### config.mk
export PLATFORM = sky130hd
export DESIGN_NAME = decode_queue
export DESIGN_NICKNAME = d
export VERILOG_FILES = /design/src/rtl/decode_queue.sv
export SDC_FILE = /design/constraint.sdc
export NUM_CORES = 1
export LEC_CHECK = 0
export ABC_AREA = 1
export BUFFER_PORTS_ARGS = -buffer_cell sky130_fd_sc_hd__buf_2
export CAP_MARGIN = 10
export CORE_MARGIN = 3
export CORE_UTILIZATION = 58
export DETAILED_ROUTE_END_ITERATION = 7
export PLACE_DENSITY = 0.8
export REMOVE_ABC_BUFFERS = 1
export SLEW_MARGIN = 0
export SYNTH_ARGS = -nofsm -noshare
export SYNTH_HDL_FRONTEND = slang
export SYNTH_SLANG_ARGS = --single-unit
export TNS_END_PERCENT = 5
### constraint.sdc
create_clock -name clk -period 7.4 [get_ports clk]
set_input_delay 1.48 -clock clk [delete_from_list [all_inputs] [get_ports clk]]
set_output_delay 1.48 -clock clk [all_outputs]
set_load 0.005 [all_outputs]
### src/rtl/decode_queue.sv
// decode_queue: fetch-side instruction FIFO feeding a registered RV64I decoder
// with valid/ready handshakes on both sides and a synchronous flush.
module decode_queue #(
  parameter int DEPTH     = 4,
  parameter bit SUPPORT_W = 1'b1
) (
  input  logic        clk,
  input  logic        resetn,
  input  logic        flush,
  input  logic        in_valid,
  output logic        in_ready,
  input  logic [63:0] in_pc,
  input  logic [31:0] in_instr,
  output logic        out_valid,
  input  logic        out_ready,
  output logic [63:0] out_pc,
  output logic [4:0]  out_rs1,
  output logic [4:0]  out_rs2,
  output logic [4:0]  out_rd,
  output logic [63:0] out_imm,
  output logic [3:0]  out_alufunc,
  output logic        out_word,
  output logic        out_regwrite,
  output logic        out_selecta,
  output logic        out_selectb,
  output logic        out_branch,
  output logic        out_pcsrc,
  output logic        out_pctarget,
  output logic [2:0]  out_brcond,
  output logic [1:0]  out_wbselect,
  output logic [1:0]  out_memrw,
  output logic [1:0]  out_memsize,
  output logic        out_memunsigned,
  output logic        out_illegal
);
  localparam int AW = $clog2(DEPTH);
  localparam int CW = AW + 1;
  // funct3 -> alufunc for the non-alternate encodings, nibble per funct3 value
  localparam logic [31:0] ALU_MAP = {4'd4, 4'd3, 4'd6, 4'd2, 4'd9, 4'd8, 4'd5, 4'd0};
  typedef struct packed {
    logic [63:0] pc;
    logic [4:0]  rs1;
    logic [4:0]  rs2;
    logic [4:0]  rd;
    logic [63:0] imm;
    logic [3:0]  alufunc;
    logic        word;
    logic        regwrite;
    logic        selecta;
    logic        selectb;
    logic        branch;
    logic        pcsrc;
    logic        pctarget;
    logic [2:0]  brcond;
    logic [1:0]  wbselect;
    logic [1:0]  memrw;
    logic [1:0]  memsize;
    logic        memunsigned;
    logic        illegal;
  } ctrl_t;
  logic [95:0]   mem [DEPTH];
  logic [AW-1:0] wr_ptr, rd_ptr;
  logic [CW-1:0] count;
  logic          empty, push, load, pop, bad, w_f3, bad_f7;
  logic [63:0]   hpc, imm_i, imm_s, imm_b, imm_u, imm_j;
  logic [31:0]   i;
  logic [2:0]    f3;
  logic [6:0]    f7;
  logic [3:0]    alu_base, alu_imm, alu_reg;
  ctrl_t         d, q;
  assign empty    = count == '0;
  assign in_ready = count != CW'(DEPTH);
  assign push     = in_valid && in_ready && !flush;
  assign load     = !out_valid || out_ready;
  assign pop      = load && !empty;
  assign {hpc, i} = mem[rd_ptr];
  assign f3       = i[14:12];
  assign f7       = i[31:25];
  assign imm_i    = {{52{i[31]}}, i[31:20]};
  assign imm_s    = {{52{i[31]}}, i[31:25], i[11:7]};
  assign imm_b    = {{51{i[31]}}, i[31], i[7], i[30:25], i[11:8], 1'b0};
  assign imm_u    = {{32{i[31]}}, i[31:12], 12'b0};
  assign imm_j    = {{43{i[31]}}, i[31], i[19:12], i[20], i[30:21], 1'b0};
  assign alu_base = ALU_MAP[{f3, 2'b00} +: 4];
  assign alu_imm  = (f3 == 3'd5 && i[30]) ? 4'd7 : alu_base;
  assign alu_reg  = (f7 == 7'h20) ? (f3 == 3'd0 ? 4'd1 : 4'd7) : alu_base;
  assign bad_f7   = f7 != 7'h00 && !(f7 == 7'h20 && (f3 == 3'd0 || f3 == 3'd5));
  assign w_f3     = f3 == 3'd0 || f3 == 3'd1 || f3 == 3'd5;
  always_comb begin
    d       = '0;
    bad     = 1'b0;
    d.pc    = hpc;
    d.rs1   = i[19:15];
    d.rs2   = i[24:20];
    d.rd    = i[11:7];
    case (i[6:0])
      7'h13: begin d.imm = imm_i; d.selectb = 1'b1; d.regwrite = 1'b1; d.alufunc = alu_imm; end
      7'h1b: begin
        d.imm = imm_i; d.selectb = 1'b1; d.regwrite = 1'b1; d.word = 1'b1; d.alufunc = alu_imm;
        bad = !SUPPORT_W || !w_f3;
      end
      7'h33: begin d.regwrite = 1'b1; d.alufunc = alu_reg; bad = bad_f7; end
      7'h3b: begin
        d.regwrite = 1'b1; d.word = 1'b1; d.alufunc = alu_reg;
        bad = !SUPPORT_W || !w_f3 || bad_f7;
      end
      7'h37: begin d.imm = imm_u; d.regwrite = 1'b1; d.wbselect = 2'b11; end
      7'h17: begin d.imm = imm_u; d.selecta = 1'b1; d.selectb = 1'b1; d.regwrite = 1'b1; end
      7'h6f: begin
        d.imm = imm_j; d.regwrite = 1'b1; d.pcsrc = 1'b1; d.pctarget = 1'b1; d.wbselect = 2'b10;
      end
      7'h67: begin
        d.imm = imm_i; d.regwrite = 1'b1; d.pcsrc = 1'b1; d.wbselect = 2'b10; d.selectb = 1'b1;
      end
      7'h63: begin
        d.imm = imm_b; d.branch = 1'b1; d.alufunc = 4'd1; d.brcond = f3;
        bad = f3[2:1] == 2'b01;
      end
      7'h03: begin
        d.imm = imm_i; d.selectb = 1'b1; d.regwrite = 1'b1; d.wbselect = 2'b01; d.memrw = 2'b01;
        d.memsize = f3[1:0]; d.memunsigned = f3[2];
        bad = f3 == 3'd7;
      end
      7'h23: begin
        d.imm = imm_s; d.selectb = 1'b1; d.memrw = 2'b10; d.memsize = f3[1:0];
        bad = f3[2];
      end
      default: bad = 1'b1;
    endcase
    // an illegal encoding must not cause any architectural side effect downstream
    d.regwrite = d.regwrite && !bad;
    d.branch   = d.branch && !bad;
    d.pcsrc    = d.pcsrc && !bad;
    d.memrw    = bad ? 2'b00 : d.memrw;
    d.illegal  = bad;
  end
  always_ff @(posedge clk)
    if (push) mem[wr_ptr] <= {in_pc, in_instr};
  always_ff @(posedge clk or negedge resetn) begin
    if (!resetn) begin
      wr_ptr    <= '0;
      rd_ptr    <= '0;
      count     <= '0;
      out_valid <= 1'b0;
      q         <= '0;
    end else if (flush) begin
      wr_ptr    <= '0;
      rd_ptr    <= '0;
      count     <= '0;
      out_valid <= 1'b0;
    end else begin
      if (push) wr_ptr <= wr_ptr + 1'b1;
      if (pop) rd_ptr <= rd_ptr + 1'b1;
      count <= count + CW'(push) - CW'(pop);
      if (load) out_valid <= !empty;
      if (pop) q <= d;
    end
  end
  assign {out_pc, out_rs1, out_rs2, out_rd, out_imm, out_alufunc, out_word, out_regwrite,
          out_selecta, out_selectb, out_branch, out_pcsrc, out_pctarget, out_brcond,
          out_wbselect, out_memrw, out_memsize, out_memunsigned, out_illegal} = q;
endmodule

Yosys cells after proc, flatten, opt, wreduce, memory -nomap -nowiden --
Memory sizes are Yosys's and may differ from the RTL's. Cells that the tools add are included.
Word-level totals: register bits after elaboration 173, RAM bits 384, input bits 101, output and inout bits 167, logic and storage cells 110, memories kept 1
Memory list:
- mem | depth 4, width 96, rd ports 1, clocked after Yosys merged registers in 0, write ports 1, RTL line 61 | logic [95:0] mem [DEPTH];
Operators by class: add/sub/neg operators 4, equal/unequal tests 17, shifts and indexed selects 1, mux-type cells 27, bitwise operators 1, reductions and logical operators 36
Operators by type and width (count):
- 64-bit one-hot mux with 5 select lines | 1
- 7-bit by 6-bit == test with 1-bit output, second input constant | 5
- 32-bit by 6-bit variable part select with 4-bit output, first input constant | 1
- 7-bit by 5-bit == test with 1-bit output, second input constant | 3
- 7-bit == test, second input constant | 3
- 1-bit two-way mux | 12
- 4-bit one-hot mux with 3 select lines | 1
- 2-bit two-way mux | 5
- 2-bit OR reduction | 5
- 1-bit logical AND | 9
- 3-bit two-way mux | 3
- 9-bit OR reduction | 1
- 4-bit two-way mux | 2
- 4-bit one-hot mux with 2 select lines | 1
- 7-bit by 2-bit == test with 1-bit output, second input constant | 1
- 1-bit one-hot mux with 7 select lines | 1
- 7-bit nonzero test | 1
- 3-bit == test, second input constant | 2
- 1-bit zero test | 6
- 3-bit zero test | 2
- 2-bit one-hot mux with 3 select lines | 1
- 2-bit nonzero test | 3
- 6-bit OR reduction | 1
- 1-bit logical OR | 5
- 10 further kinds | 11

Logic depth before layout (Yosys ltp) --
Gate-level depths: netlist (run 1). An unclocked memory read counts as a cell.
depth after elaboration 10, gate-level depth with buffers 16, mapped depth without buffers 15

Worst setup path after synthesis (run 1) --
OpenSTA, ideal clock, no wires.
path kind input to register, start input flush, end memory mem[0][0] (enable), library setup time 0.551 ns, arrival 5.918 ns, data required time 6.849 ns, setup slack 0.931 ns, cell stages on the path 4, buffers on the path 1, cells stage by stage clkbuf_1 > nor2_1 > inv_1 > nor2_1
Between the ends: longest elaborated chain between the ends 4
Ends and longest elaborated chain:
- start: declaration | RTL line 9 | input logic flush,
- 1-bit zero test | RTL line 73 | assign push = in_valid && in_ready && !flush;
- 1-bit logical AND | RTL line 73
- 1-bit two-way mux | RTL line 138 | if (push) mem[wr_ptr] <= {in_pc, in_instr};
- 1-bit two-way mux (implied by the code) | RTL line 138
- end: declaration | RTL line 61
Every way passes these cells.

Final worst setup path (run 1) --
start register rd_ptr[1], end register q (netlist bit out_imm[20])
Between the ends: longest elaborated chain between the ends 4, elaborated cells on any way between the ends 13, classes of those cells eq/ne: 9; mux: 1; reduce/logical: 2; memory: 1
Ends and longest elaborated chain:
- start: declaration | RTL line 62 | logic [AW-1:0] wr_ptr, rd_ptr;
- start signal: assignment | RTL line 153 | if (pop) rd_ptr <= rd_ptr + 1'b1;
- memory 4 x 96 bit (*)
- 7-bit by 2-bit == test with 1-bit output, or another cell as far along | RTL line 96 | case (i[6:0])
- 4-bit OR reduction (no source line) or 2-bit OR reduction (tied branches)
- 64-bit one-hot mux with 5 select lines (*) | RTL line 96
- end signal: assignment | RTL line 145 | q <= '0;
- end signal: assignment | RTL line 156 | if (pop) q <= d;
- end: declaration | RTL line 70 | ctrl_t d, q;
Mark *: on every way between the ends. The rest lies on a longest branch, timed or not. A chain may end at the register's enable or synchronous reset.

==> summary.txt, run 1 <==
Route
  • DR WL met3: 4050 µm
  • Avg WL per Cell: around 19 µm
  • Max layer used: met5
  • Pre-antenna DRT Iters: 5
  • Routed met2 length: 23,500 µm
  • Antenna Nets Post-Route: 0
  • M1 wire length: between 15,000 and 20,000 µm
  • DRT iter0 DRCs: 967
  • Detailed-route wire length: between 40,000 and 50,000 µm
  • Post-route DRC: 0
  • Vias per inst: approximately 5.6
  • DR vias: approximately 14,000

Worst hold path
  • Class of the worst hold path: flip-flop to flip-flop

Critical path
  • Max incr delay on CP: slightly below 0.8 ns
  • Data arrival time of the worst path: roughly 4.3 ns
  • Worst Path Required: around 7.9 ns
  • CP max stage cell: clkinv_2
  • Worst path cell trace: clkinv_2 > nand3_1 > nand2_4 > nor2_2 > nand2_1 > nand2_2 > nor2_4 > nand2_4 > nand3_2 > o211ai_1
  • CP max FO: between 50 and 60
  • CP dominant cell by count: nand2_4
  • Critical path class: flip-flop to flip-flop
  • CP Capture Type: flip-flop
  • Startpoint types: flip-flop

STA
  • Tmin final: about 3.9 ns
  • Final Hold Vio Count: 0
  • Count of pins over their slew limit: 0
  • RSZ-0062 raised after global routing: false
  • Slew margin rel.: 0.263
  • Final setup violation count: 0
  • Fin Clk Skew: 0.0193 ns
  • Fin crit share: 0.521
  • Worst-Margin Slew: around 1.1 ns
  • Setup WS post-layout: 3.54 ns
  • Setup Total Neg Slack: 0 ns
  • FMAX: ~0.26 GHz

Run
  • Max cap viols: 0

Clock network
  • Root Driver: clkbuf_16
  • TritonCTS clock tree: yes
  • Post_cts resized: 0
  • Maximum root-to-sink buffer count: 3
  • Worst skew pair latency: slightly below 0.6 ns
  • Num CTS Buffers: 51
  • Clock slew at the register clock pins of the worst setup and hold paths: approximately 0.06 ns
  • Clock Sinks: roughly 530
  • H-tree depth: 2
  • # hold bufs at CTS: 0
  • # Post-CTS Setup Buffers: 0

Global routing
  • Grt total ovfl: 0
  • First-pass GRT wire length: 75,500 µm
  • GRT Total Usage: 0.249
  • Largest net degree at the start of global routing: around 110
  • Vias in the first global route: 13,900
  • Initial antenna violation count: 14

Layout
  • Final nets: between 2,000 and 2,500
  • Fin util: 0.684
  • Area growth from synthesis to layout: 14.9%
  • Share of cells above drive strength 1: 0.206
  • Post-route cell area: 23,900 µm²

Logic synthesis
  • Post-synthesis sequential area ratio: 0.723
  • Top_reg_cell synth: edfxtp_1
  • Synth cell types: 38
  • Syn_area_per_cell: between 10 and 15 µm²
  • Syn Std Cell Area: around 21,000 µm²
  • EDFF count, synth: 384
  • Synth Warn #: 0
  • Gate Count Post-Synth: 1,763
  • FFs w/ async S/R, synth: 0.269
  • Synth Register Bits: between 500 and 600

Floorplanning
  • Die area: between 30,000 and 40,000 µm²
  • Die X: 195 µm
  • Die height: ~200 µm
  • Cell Rows: 68
  • Starting Density: 0.595
  • Core area: approximately 35,000 µm²
  • I/O pin cnt: roughly 270

Place
  • PortBufs: between 200 and 300
  • Dpl ws: roughly 3.5 ns
  • GPL Wtd Cong: about 0.86
  • Post-DP Area: between 20,000 and 25,000 µm²
  • DP HPWL: between 20,000 and 30,000 µm

Outcome
  • Status: completed

Power and ir drop
  • Pwr per Cell Area: 385 nW/µm²
  • VDD IR max: ~0.23 mV
  • Leakage: ~10 nW
## report_power, final
part / switching [mW] / internal (mW) / leakage (nW)
registers: 0.311 / 3.62 / 5.30
logic: 1.84 / 0.904 / 3.99
clock network: 1.08 / 1.45 / 0.816
total: 3.23 / 5.98 / 10.1
## sequential cells by signal, summed over array words and instances (netlist names), 3 cells and up
| name | cells |
|---|---|
| mem | 384 |
| out_pc | 64 |
| out_imm | 32 |
| out_rd | 5 |
| out_rs1 | 5 |
| out_rs2 | 5 |
| out_alufunc | 4 |
| count | 3 |
| out_brcond | 3 |
## cell usage after synthesis (2+ instances only)
cell type / n / area (µm²)
o21ai_1: 6 / 30.0
buf_1: 4 / 15.0
buf_6: 7 / 78.8
nand3_1: 59 / 295
o21ai_0: 181 / 906
nand2_2: 12 / 75.1
dfrtp_1: 141 / 3530
buf_4: 37 / 278
nand2_1: 467 / 1750
nor2_1: 189 / 709
inv_1: 43 / 161
a21oi_1: 18 / 90.1
edfxtp_1: 384 / 11500
clkbuf_1: 50 / 188
ha_1: 6 / 75.1
nand3_2: 9 / 90.1
inv_2: 3 / 11.3
nor2_2: 4 / 25.0
o211ai_1: 2 / 15.0
buf_2: 28 / 140
o211ai_2: 4 / 50.1
o22ai_1: 80 / 500
and2_1: 2 / 12.5
nand2_4: 4 / 45.0
a21boi_1: 3 / 22.5
nor2_4: 3 / 33.8
a22o_1: 6 / 52.6
## critical path: cells and delay by family (launching register included)
kind                   cells  cell delay, ns
AO/OA/AOI/OAI              1            0.22
flip-flops                 1            0.73
buffers and inverters      1            0.78
AND/OR/NAND/NOR            8            1.98
## layer usage
layer  global-route usage  vias up
met5                    0        -
met4               0.0710       16
li1                     -     6497
met3               0.0604      113
met1                0.327     6794
met2                0.420      589
## cell type report
class,count,area [µm²]
Antenna cell,9,22.5
Clock buffer,65,1400
Clock inverter,31,273
Fill cell,2459,11100
Timing Repair Buffer,283,1480
Sequential cell,525,15100
Tap cell,455,569
Inverter,47,185
Multi-Input combinational cell,1065,4920
## placed cells by master, fill, tap and decap left out, drive strengths merged, types with 4 or more instances in the layout
| cell type | n |
|---|---|
| dfrtp | 141 |
| a22o | 6 |
| nand2 | 483 |
| buf | 283 |
| o211ai | 6 |
| nor2 | 197 |
| inv | 46 |
| o21ai | 187 |
| clkbuf | 65 |
| diode | 9 |
| clkinv | 25 |
| ha | 6 |
| clkinvlp | 4 |
| a21oi | 18 |
| nand3 | 68 |
| edfxtp | 384 |
| o22ai | 80 |
## path summary, 6_finish.rpt
path / from / end / slack, ns / depth (start not counted)
setup / recovery: rd_ptr[1] / out_imm[20] / 3.54 / 10
hold / removal: out_pc[12] / out_pc[12] / 0.46 / 2
setup reg to reg: rd_ptr[1] / out_imm[20] / 3.54 / 10
hold reg to reg: out_pc[12] / out_pc[12] / 0.46 / 2
max in group asynchronous: resetn / rd_ptr[0] / 5.00 / 2
min in group asynchronous: resetn / out_rs2[3] / 0.98 / 1
## kinds of logic after synthesis
group / count (synthesis) / synth area share
flops: 525 / 0.723
fa+ha+maj: 7 / 0.00457
compound gates: 303 / 0.0814
simple gates: 754 / 0.148
buf+inv: 173 / 0.0421
xor+xnor: 1 / 0.000421
## stage by stage
stage / power, mW / hold slack [ns] / std cells
floorplan: 5.62 / 0.465 / 1637
global placement: 6.61 / 0.452 / 2375
detailed placement: 6.72 / 0.454 / 2375
CTS: 9.27 / 0.469 / 2471
global route: 9.76 / 0.483 / 2474
finish: 9.21 / 0.463 / 2480
Note: power is estimated with default switching activity, not from simulation.
==> inputs of run 2 (changes only) <==
--- a/config.mk
+++ b/config.mk
@@ -9,9 +9,9 @@
 export BUFFER_PORTS_ARGS = -buffer_cell sky130_fd_sc_hd__buf_2
 export CAP_MARGIN = 10
 export CORE_MARGIN = 3
-export CORE_UTILIZATION = 58
+export CORE_UTILIZATION = 52
 export DETAILED_ROUTE_END_ITERATION = 7
-export PLACE_DENSITY = 0.8
+export PLACE_DENSITY = 0.76
 export REMOVE_ABC_BUFFERS = 1
 export SLEW_MARGIN = 0
 export SYNTH_ARGS = -nofsm -noshare
==> constraint.sdc (replaced) <==
create_clock -name clk -period 3.45 [get_ports clk]
set_input_delay 0.69 -clock clk [delete_from_list [all_inputs] [get_ports clk]]
set_output_delay 0.69 -clock clk [all_outputs]
set_load 0.005 [all_outputs]
==> summary.txt, run 2 (synthesized netlist as in run 1, its figures left out) <==
Outcome
  • Status: completed

Floorplanning
  • Starting Density: 0.532
  • Die X: slightly above 200 µm
  • Die height: between 200 and 250 µm
  • Cell Rows: approximately 70
  • I/O pin cnt: roughly 270
  • Core area: between 30,000 and 40,000 µm²
  • Die area: between 40,000 and 50,000 µm²

Layout
  • Largest reg by FF count: mem
  • Area of the multi-input gates: between 4000 and 5000 µm²
  • Final nets: roughly 2,100
  • Area growth from synthesis to layout: 17.5%
  • Register area: about 15,000 µm²
  • Max reg flops: 384
  • Fin util: 0.626
  • Commonest non-fill, non-tap cell in the layout: nand2_1
  • Most frequent cells in the layout: nand2_1, edfxtp_1, buf_2
  • Fillers: roughly 3,000
  • Share of cells above drive strength 1: 0.217

STA
  • Tmin final: between 2 and 3 ns
  • Slew margin rel.: 0.407
  • Fin crit share: 0.854
  • Final setup violation count: 0
  • FMAX: about 0.34 GHz
  • Worst-Margin Slew: 0.890 ns
  • Fin Clk Skew: approximately 0.023 ns
  • Count of pins over their slew limit: 0
  • RSZ-0062 raised after global routing: false
  • Final Hold Vio Count: 0

Critical path
  • Worst Path Required: just under 4 ns
  • Critical path class: flip-flop to flip-flop
  • R2r setup slk: 0.50 ns
  • CP Capture Type: flip-flop
  • R2R Path Start: rd_ptr[1]
  • CP max FO: 33
  • Startpoint types: flip-flop
  • Reg2reg path depth: 11
  • FF-to-FF End: out_imm[20]
  • Data arrival time of the worst path: between 3 and 4 ns
  • Crit path launch: rd_ptr[1]

Power and ir drop
  • Internal Power: 13.2 mW
  • VDD IR max: around 0.73 mV
  • Total power: ~20 mW
  • Pwr per Cell Area: between 800 and 900 nW/µm²
  • Psw: ~7 mW
  • Clk pwr share: 0.282
  • Comb power frac: 0.304
  • Sw frac: 0.344
  • Flop pwr share: 0.413
  • Leakage: a little over 10 nW

Global routing
  • Largest net degree at the start of global routing: roughly 110
  • First-pass GRT wire length: roughly 76,000 µm
  • Initial antenna violation count: 16
  • Grt total ovfl: 0
  • GRT Total Usage: 0.228
  • Vias in the first global route: 13,900

Place
  • PortBufs: between 200 and 300
  • GPL Wtd Cong: a little over 0.9
  • DP HPWL: roughly 31,000 µm

Clock network
  • Post_cts resized: 0
  • H-tree depth: 2
  • # Post-CTS Setup Buffers: 0
  • Clock slew at the register clock pins of the worst setup and hold paths: 0.06 ns
  • Worst skew pair latency: around 0.58 ns
  • # hold bufs at CTS: 0
  • Maximum root-to-sink buffer count: 3
  • TritonCTS clock tree: yes
  • Num CTS Buffers: between 50 and 60
  • Root Driver: clkbuf_16
  • Clock Sinks: roughly 530

Route
  • Detailed-route wire length: around 49,000 µm
  • DR vias: ~14,000
  • Antenna Nets Post-Route: 0
  • Avg WL per Cell: 19.0 µm
  • DRT iter0 DRCs: approximately 1,200
  • Pre-antenna DRT Iters: 6
  • Vias per inst: around 5.5
  • Post-route DRC: 0

Worst hold path
  • Class of the worst hold path: input pin to asynchronous set/reset pin

Run
  • Max cap viols: 0
-- run 2: critical path, cell delays in order, from the launching register on --
cell and delay, ns:
dfrtp_4 0.68, clkinv_2 0.51, nand3_1 0.31, nand2_4 0.12
nor2_2 0.13, buf_4 0.19, nand2_1 0.10, nand2_2 0.17
nor2_4 0.06, nand2_4 0.09, nand3_2 0.29, o211ai_1 0.19
-- run 2: final cells by class --
class / instances / area share
Sequential cell: 525 / 0.616
Multi-Input combinational cell: 1065 / 0.201
Timing Repair Buffer: 308 / 0.0757
Clock buffer: 80 / 0.0672
Tap cell: 518 / 0.0265
Inverter: 47 / 0.00757
Clock inverter: 18 / 0.00512
Antenna cell: 8 / 0.000818
-- run 2: power by group through the flow --
stage / clock network (mW) / logic [mW] / registers, mW
floorplan: 0 / 3.37 / 8.67
global placement: 0 / 5.94 / 8.40
detailed placement: 0 / 6.12 / 8.44
CTS: 5.77 / 6.16 / 8.32
global route: 6.02 / 6.88 / 8.42
finish: 5.68 / 6.11 / 8.32
-- run 2: metal layers --
| metal | share of wire | up-vias | track usage |
|---|---|---|---|
| met5 | 0.0021 | - | 0 |
| met4 | 0.018 | 16 | 0.0698 |
| met3 | 0.074 | 87 | 0.0471 |
| met2 | 0.50 | 534 | 0.383 |
| met1 | 0.41 | 6915 | 0.302 |
| li1 | - | 6557 | - |
-- run 2: worst max-delay path by stage --
stage / end / slack [ns] / depth (start not counted)
final: out_imm[20] / 0.50 / 11
after global routing: out_imm[20] / 0.29 / 11
after CTS: out_imm[20] / 0.55 / 11
after detailed placement: out_imm[20] / 0.56 / 11
after global placement: out_imm[20] / 0.63 / 11
after floorplan: out_branch / -5.02 / 8
-- run 2: per-stage QoR --
step,instance area (µm²),setup slack (ns),std cells,TNS [ns],hold WS (ns)
after floorplan,20100,-5.02,1637,-1432.73,0.394
after global placement,22700,0.631,2463,0,0.450
after detailed placement,22700,0.555,2463,0,0.454
after CTS,24400,0.547,2561,0,0.0631
after global routing,24500,0.294,2566,0,0.0790
final,24500,0.502,2569,0,0.0633
==> inputs of run 3 (changes only) <==
--- a/config.mk
+++ b/config.mk
@@ -9,9 +9,8 @@
 export BUFFER_PORTS_ARGS = -buffer_cell sky130_fd_sc_hd__buf_2
 export CAP_MARGIN = 10
 export CORE_MARGIN = 3
-export CORE_UTILIZATION = 52
+export CORE_UTILIZATION = 30
 export DETAILED_ROUTE_END_ITERATION = 7
-export PLACE_DENSITY = 0.76
 export REMOVE_ABC_BUFFERS = 1
 export SLEW_MARGIN = 0
 export SYNTH_ARGS = -nofsm -noshare
==> summary.txt, run 3 (synthesized netlist as in run 1, its figures left out) <==
Outcome
  • Status: completed

Global routing
  • Largest net degree at the start of global routing: approximately 120
  • Grt total ovfl: 0
  • GRT Total Usage: 0.144
  • First-pass GRT wire length: 82,500 µm
  • Vias in the first global route: roughly 14,000
  • Initial antenna violation count: 18

Clock network
  • Post_cts resized: 0
  • Worst skew pair latency: a little under 0.6 ns
  • TritonCTS clock tree: yes
  • # hold bufs at CTS: 0
  • Maximum root-to-sink buffer count: 3
  • Clock slew at the register clock pins of the worst setup and hold paths: ~0.060 ns
  • Root Driver: clkbuf_16
  • H-tree depth: 2
  • Num CTS Buffers: 55
  • # Post-CTS Setup Buffers: 0
  • Clock Sinks: approximately 530

Critical path
  • CP Capture Type: flip-flop
  • Data arrival time of the worst path: around 3.2 ns
  • Worst Path Required: 3.96 ns
  • Startpoint types: flip-flop
  • Critical path class: flip-flop to flip-flop
  • CP max FO: 4

Layout
  • Final nets: 2,094
  • Commonest non-fill, non-tap cell in the layout: nand2_1
  • Area growth from synthesis to layout: 19.9%
  • Post-route cell area: between 20,000 and 25,000 µm²
  • Max reg flops: ~380
  • Share of cells above drive strength 1: 0.210
  • Fillers: 6,698
  • Register area: around 15,000 µm²
  • Area of the multi-input gates: 4920 µm²
  • Largest reg by FF count: mem
  • Most frequent cells in the layout: nand2_1, edfxtp_1, buf_2
  • Fin util: 0.367

Floorplanning
  • Die area: 72,600 µm²
  • Starting Density: 0.306
  • Die X: about 270 µm
  • Die height: approximately 270 µm
  • Core area: 68,000 µm²
  • Cell Rows: 95
  • I/O pin cnt: 268

Route
  • Detailed-route wire length: about 53,000 µm
  • Pre-antenna DRT Iters: 5
  • Antenna Nets Post-Route: 0
  • Vias per inst: 4.66
  • DRT iter0 DRCs: approximately 890
  • Post-route DRC: 0
  • Avg WL per Cell: roughly 18 µm
  • DR vias: approximately 14,000

STA
  • Tmin final: 2.70 ns
  • RSZ-0062 raised after global routing: false
  • Worst-Margin Slew: between 0.8 and 0.9 ns
  • Fin Clk Skew: 0.0106 ns
  • Final Hold Vio Count: 0
  • Slew margin rel.: 0.426
  • Count of pins over their slew limit: 0
  • FMAX: 0.371 GHz
  • Fin crit share: 0.782
  • Final setup violation count: 0

Place
  • DP HPWL: between 30,000 and 40,000 µm
  • Post-DP Area: roughly 23,000 µm²
  • GPL Wtd Cong: ~0.81
  • PortBufs: between 200 and 300

Power and ir drop
  • Leakage: 10.3 nW
  • VDD IR max: 0.449 mV
  • Total power: 20.7 mW
  • Pwr per Cell Area: ~830 nW/µm²

Worst hold path
  • Class of the worst hold path: input pin to asynchronous set/reset pin

Run
  • Max cap viols: 0
[run 3: cell count changes in the layout (fill, tap and decap cells not counted), sizes merged]
cell      previous run  this run
diode                8         7
clkbuf              80        79
inv                 49        48
buf                308       292
clkinvlp             1         2
bufinv               1         7
[run 3: path summary, 6_finish.rpt]
| path | start | slack (ns) | cells past startpoint | end |
|---|---|---|---|---|
| max | count[1] | 0.75 | 10 | count[2] |
| min | resetn | 0.08 | 1 | out_rd[4] |
| max reg2reg | count[1] | 0.75 | 10 | count[2] |
| min reg2reg | out_pc[37] | 0.46 | 2 | out_pc[37] |
| max in group asynchronous | resetn | 2.54 | 2 | out_pc[31] |
| min in group clk | in_instr[28] | 0.31 | 1 | mem[0][28] |
[run 3: routing by layer]
metal,GRT usage,wire length (µm),vias up
met5,0,101,-
met4,0.0375,1020,16
met3,0.0406,3590,82
met2,0.242,25500,363
met1,0.183,23000,6795
li1,-,-,6524
[run 3: area by class of cell]
| class | count | share of cell area |
|---|---|---|
| inverter | 47 | 0.00757 |
| multi-input combinational | 1065 | 0.197 |
| tap | 921 | 0.0462 |
| timing repair buffer | 292 | 0.0678 |
| clock inverter | 24 | 0.0128 |
| sequential | 525 | 0.604 |
| antenna | 7 | 0.000702 |
| clock buffer | 79 | 0.0641 |
[run 3: power breakdown]
group / switching, mW / total [mW] / leakage [nW] / internal [mW]
registers: 0.579 / 8.35 / 5.30 / 7.77
clock network: 2.42 / 6.17 / 0.939 / 3.75
logic: 4.12 / 6.16 / 4.08 / 2.04
[run 3: through the flow]
step                      setup WS (ns)  std cells  setup TNS [ns]  hold slack (ns)
after floorplan                   -5.02       1637        -1432.73            0.394
after global placement            0.849       2850               0            0.450
after detailed placement          0.766       2850               0            0.453
after CTS                         0.753       2953               0           0.0542
after global routing              0.515       2956               0           0.0844
final                             0.752       2960               0           0.0765
[run 3: worst max-delay path, stage by stage, from the launching register on]
cell     delay, ns
dfrtp_1       0.42
or2_2         0.33
o21ai_0       0.51
inv_1         0.12
ha_1          0.29
inv_1         0.06
ha_1          0.13
inv_1         0.05
fa_1          0.40
and3_1        0.18
nor3_1        0.12
